==> src/rtl/shift_reg_pkg.sv <==
// shift_reg_pkg: shared op codes, FSM states and helpers for the universal shift register.
// Optional feature macro: UNIV_SHIFT_REG_ASR_EN (op 7 becomes arithmetic shift right).
package shift_reg_pkg;

    typedef enum logic [2:0] {
        OP_NOP  = 3'd0,
        OP_LOAD = 3'd1,
        OP_SHL  = 3'd2,
        OP_SHR  = 3'd3,
        OP_ROL  = 3'd4,
        OP_ROR  = 3'd5,
        OP_CLR  = 3'd6,
        OP_ASR  = 3'd7
    } op_e;

    typedef enum logic {
        ST_IDLE = 1'b0,
        ST_BUSY = 1'b1
    } state_e;

    // Width needed to hold a step count of 0..w inclusive.
    function automatic int amt_width(input int w);
        return $clog2(w + 1);
    endfunction

    // True for ops that run one bit-position per cycle. Op 7 only counts
    // when the arithmetic shift is built in; otherwise it behaves as NOP.
    function automatic logic is_step_op(input op_e op);
`ifdef UNIV_SHIFT_REG_ASR_EN
        return op inside {OP_SHL, OP_SHR, OP_ROL, OP_ROR, OP_ASR};
`else
        return op inside {OP_SHL, OP_SHR, OP_ROL, OP_ROR};
`endif
    endfunction

endpackage

==> src/rtl/shift_reg_step.sv <==
// shift_reg_step: combinational single-step next value for shift/rotate ops.
// Ports: q (current value), op, sin_l (enters bit 0 on SHL), sin_r (enters bit W-1 on SHR),
//        nxt (value after one step; q unchanged for non-step ops).
// Optional feature macro: UNIV_SHIFT_REG_ASR_EN.
module shift_reg_step
    import shift_reg_pkg::*;
#(
    parameter int W = 8
) (
    input  logic [W-1:0] q,
    input  op_e          op,
    input  logic         sin_l,
    input  logic         sin_r,
    output logic [W-1:0] nxt
);

    logic [W-1:0] asr_v;

`ifdef UNIV_SHIFT_REG_ASR_EN
    assign asr_v = {q[W-1], q[W-1:1]};
`else
    assign asr_v = q;
`endif

    always_comb begin
        nxt = op == OP_SHL ? {q[W-2:0], sin_l} :
              op == OP_SHR ? {sin_r, q[W-1:1]} :
              op == OP_ROL ? {q[W-2:0], q[W-1]} :
              op == OP_ROR ? {q[0], q[W-1:1]} :
              op == OP_ASR ? asr_v : q;
    end

endmodule

==> src/rtl/univ_shift_reg.sv <==
// univ_shift_reg: universal shift register with command-driven load/clear/shift/rotate.
// Ports: clk, reset (sync, active-low); cmd_valid/cmd_ready handshake with cmd_op,
//        cmd_amt (step count), cmd_data (load value); sin_l/sin_r serial inputs;
//        q contents, sout_l = q[W-1], sout_r = q[0]; busy while stepping; done pulse.
// Optional feature macro: UNIV_SHIFT_REG_ASR_EN (op 7 = arithmetic shift right).
module univ_shift_reg
    import shift_reg_pkg::*;
#(
    parameter int W = 8,
    parameter logic [W-1:0] RESET_VAL = '0,
    localparam int AW = amt_width(W)
) (
    input  logic          clk,
    input  logic          reset,
    input  logic          cmd_valid,
    output logic          cmd_ready,
    input  logic [2:0]    cmd_op,
    input  logic [AW-1:0] cmd_amt,
    input  logic [W-1:0]  cmd_data,
    input  logic          sin_l,
    input  logic          sin_r,
    output logic [W-1:0]  q,
    output logic          sout_l,
    output logic          sout_r,
    output logic          busy,
    output logic          done
);

    state_e        state_q, state_d;
    op_e           op_q, op_d;
    logic [AW-1:0] cnt_q, cnt_d;
    logic [W-1:0]  q_q, q_d, step_q;
    logic          done_q, done_d;
    op_e           cmd_op_e;
    logic          accept;

    assign cmd_op_e = op_e'(cmd_op);
    assign accept   = cmd_valid && state_q == ST_IDLE;

    shift_reg_step #(.W(W)) u_step (
        .q     (q_q),
        .op    (op_q),
        .sin_l (sin_l),
        .sin_r (sin_r),
        .nxt   (step_q)
    );

    always_comb begin
        state_d = state_q;
        op_d    = op_q;
        cnt_d   = cnt_q;
        q_d     = q_q;
        done_d  = 1'b0;
        if (state_q == ST_BUSY) begin
            q_d   = step_q;
            cnt_d = cnt_q - AW'(1);
            // Last step: hand back to IDLE so done and cmd_ready rise together.
            if (cnt_q == AW'(1)) begin
                state_d = ST_IDLE;
                done_d  = 1'b1;
            end
        end else if (accept) begin
            if (is_step_op(cmd_op_e) && cmd_amt != '0) begin
                state_d = ST_BUSY;
                op_d    = cmd_op_e;
                cnt_d   = cmd_amt;
            end else begin
                q_d    = cmd_op_e == OP_LOAD ? cmd_data :
                         cmd_op_e == OP_CLR  ? '0 : q_q;
                done_d = 1'b1;
            end
        end
    end

    always_ff @(posedge clk) begin
        if (!reset) begin
            state_q <= ST_IDLE;
            op_q    <= OP_NOP;
            cnt_q   <= '0;
            q_q     <= RESET_VAL;
            done_q  <= 1'b0;
        end else begin
            state_q <= state_d;
            op_q    <= op_d;
            cnt_q   <= cnt_d;
            q_q     <= q_d;
            done_q  <= done_d;
        end
    end

    assign q         = q_q;
    assign sout_l    = q_q[W-1];
    assign sout_r    = q_q[0];
    assign busy      = state_q == ST_BUSY;
    assign cmd_ready = state_q == ST_IDLE;
    assign done      = done_q;

endmodule

==> config.mk <==
export PLATFORM = sky130hd
export DESIGN_NAME = univ_shift_reg
export DESIGN_NICKNAME = d
export VERILOG_FILES = /design/src/rtl/shift_reg_pkg.sv /design/src/rtl/shift_reg_step.sv /design/src/rtl/univ_shift_reg.sv
export SDC_FILE = /design/constraint.sdc
export NUM_CORES = 1
export LEC_CHECK = 0
export CAP_MARGIN = 20
export CORE_UTILIZATION = 46
export DETAILED_ROUTE_END_ITERATION = 10
export PLACE_DENSITY = 0.79
export SLEW_MARGIN = 20
export SYNTH_ARGS = -nofsm -noshare
export SYNTH_HDL_FRONTEND = slang
export SYNTH_SLANG_ARGS = --single-unit
==> constraint.sdc <==
create_clock -name clk -period 1.8 [get_ports clk]
set_input_delay 0.36 -clock clk [delete_from_list [all_inputs] [get_ports clk]]
set_output_delay 0.36 -clock clk [all_outputs]
set_load 0.05 [all_outputs]
==> metrics.txt <==
Setup TNS=0 ns; Pwr Density=between 700 and 800 nW/um2; Initial Util=0.490; Vias/cell=5.63; top-count cell post-synth=dfxtp_1; drt wl/cell=13.9 um; CP peak stage delay=0.55 ns; worst vdd ir=0.000533 V; largest family of logic cells by synthesized area=compound AO/OA/AOI/OAI gates; mux contribution to synthesized area=0.0277; Pre-antenna DRT Iters=6; Mapped Cells=123; Post-synth EDFFs=0; Compound-Gate Fraction of Synth Area=0.283; Die Ht=50.5 um; CP arrival=1.39 ns; Most used DFF post-synth=dfxtp_1; die span in x=50.5 um; slowest CP cell=dfxtp_2; Post-CTS Resized=0; Worst Setup Start Kind=flop; DRT iter0 DRCs=36; antenna violations before repair=0; Hold Path Origin=cnt_q[1]$_SDFFE_PN0P_; layout cell share with drive strength beyond 1=0.278; syn avg cell area=8.81 um2; Post-CTS Setup Inserts=0; measured slew at the worst slew-check pin=0.416 ns; routed wl met2=1.37 mm; Max FO, Critical Path=13; Post-Synth Adder-Cell Area=0.0231; Inserted Clock Buffers=3; I/O Buffers=32; Buf+Inv Stages, Crit Path=2; fin. max-slew vios=0; maxcap violations=0; Max-slew headroom=0.721; Clock transition at path regs=~0.11 ns; post-layout minimum cycle time=1.75 ns; clock sink count=17; Synth top cells by count=dfxtp_1 (17), nand2_1 (10), a31oi_1 (8), nor2_1 (8), a22oi_1 (7); asr flop ratio synth=0; wl on met1=around 1.2 mm; top cell type by total area after synthesis=dfxtp_1; crit path cell chain=clkinvlp_4 -> buf_4; DR vias=1,109; Post-Route Skew=0.00703 ns; final instance area=1510 um2; Mapped Nets=about 150; first-pass GRT wire length=4.86 mm; CTS root buf=clkbuf_4; Seq cells post-synth=17; register area share after synthesis=0.314; crit path kind=reg2out; IO Count=33; Final setup viols=0; synthesized area=1080 um2; Min-Delay Path Class=reg2reg; Critical Path RT=1.44 ns; CTS Hold Bufs=0; status=finished clean; top sig layer=met4; largest net degree at the start of global routing=14; drt drc=0; Max Clock Freq=0.571 GHz; final hold violations=0; Area growth syn-to-layout=39.5%; Synth Area in XOR/XNOR=0.0497; placed cell areas=about 1500 um2; Skew-Pair Late Insertion Delay=0.30 ns; Placer Congestion=about 0.83; num rows=17; static leakage=0.579 nW; RSZ-0062 raised after global routing=no; Placed Instances=193; die area=2550 um2; hpwl dp=approximately 2.1 mm; R2R setup slack=0.14 ns; total gr overflow=0; vias in the first global route=between 1k and 1.5k; Unique masters post-synth=41; remaining antenna violation count after routing=0; CTS tree=built; Critical Path Start=busy$_SDFF_PN0_; Synth warnings=0; Tot GR Track Use=0.252; H-Tree Depth=1; met3 WL post-DR=112 um; # diodes=0; Nets=192; Reg2Reg Launch Point=busy$_SDFF_PN0_; Core Box Area=2210 um2; Clock Path Buffers=2; Non-Filler Instances=197; fin crit share=0.973; Worst Setup End Kind=output pin; Synth area leaders=dfxtp_1 (31%), a22oi_1 (4.8%), a31oi_1 (4.6%), o31ai_1 (4.2%), nand2_1 (3.5%); Synth top area share=0.314; wirelength, routed=2.74 mm; simple logic cell fraction of the synthesized area=0.227; Top Family by Delay on Critical Path=flip-flops
==> path summary, 6_finish.rpt <==
check	endpoint	cells past startpoint
max reg2reg	q[1]$_SDFFE_PN0P_	4
min	cnt_q[1]$_SDFFE_PN0P_	2
min reg2reg	cnt_q[1]$_SDFFE_PN0P_	2
max	cmd_ready	2
==> logic make-up after synthesis <==
logic type               count (synthesis)
AO/OA/AOI/OAI                           43
AND/OR/NAND/NOR                         41
flip-flops                              17
buffers and inverters                   13
XOR/XNOR                                 4
multiplexers                             3
adder cells (fa/ha/maj)                  2
==> worst register-to-register path: stages, from the launching register on <==
cell        delay, ns
dfxtp_2          0.55
clkinvlp_4       0.29
nor3_2           0.42
a22oi_1          0.11
a31oi_1          0.21
==> where the power goes <==
| group | internal (mW) | total, mW | switching [mW] |
|---|---|---|---|
| sequential | 0.412 | 0.466 | 0.0539 |
| clock | 0.0828 | 0.217 | 0.134 |
| combinational | 0.177 | 0.392 | 0.215 |
| total | 0.672 | 1.07 | 0.403 |
==> cell usage in the layout (no fill, tap or decap), drive strengths merged, types with 3 or more instances in the layout <==
cell type and instances:
a21oi 5, o21ai 6, buf 31, nor2 9, a211oi 4, nor3 6, nand2 10, a31oi 8
nand3 6, mux2i 3, a22oi 7, o31ai 6, clkbuf 3, inv 4, dfxtp 17, clkdlybuf4s50 19
==> cell type report <==
cell class / instances / area [um2]
sequential: 17 / 342
clock buffer: 3 / 22.5
timing repair buffer: 50 / 423
inverter: 5 / 22.5
multi-input combinational: 93 / 662
fill: 194 / 701
tap: 28 / 35.0
clock inverter: 1 / 5.00
==> state kept, by name, indices dropped and copies added, names as in the netlist <==
signal  flops
op_q        3
cnt_q       4
done        1
busy        1
q           8
==> through the flow <==
| step | worst slack, ns | util | hold slack [ns] | total power [mW] |
|---|---|---|---|---|
| after floorplan | 0.150 | - | 0.461 | 0.719 |
| after global placement | -0.114 | 0.671 | 0.479 | 0.858 |
| after detailed placement | -0.140 | 0.671 | 0.492 | 0.865 |
| after CTS | 0.0824 | 0.683 | 0.507 | 1.08 |
| after global routing | 0.00526 | 0.683 | 0.547 | 1.14 |
| final | 0.0481 | 0.683 | 0.500 | 1.07 |
==> per-layer routing <==
| layer | vias to the layer above | global-route usage |
|---|---|---|
| met5 | - | 0 |
| met4 | 0 | 0.0833 |
| met3 | 4 | 0.0273 |
| met2 | 29 | 0.438 |
| met1 | 523 | 0.322 |
| li1 | 553 | - |
No activity file was read; power rests on OpenSTA's default activity.
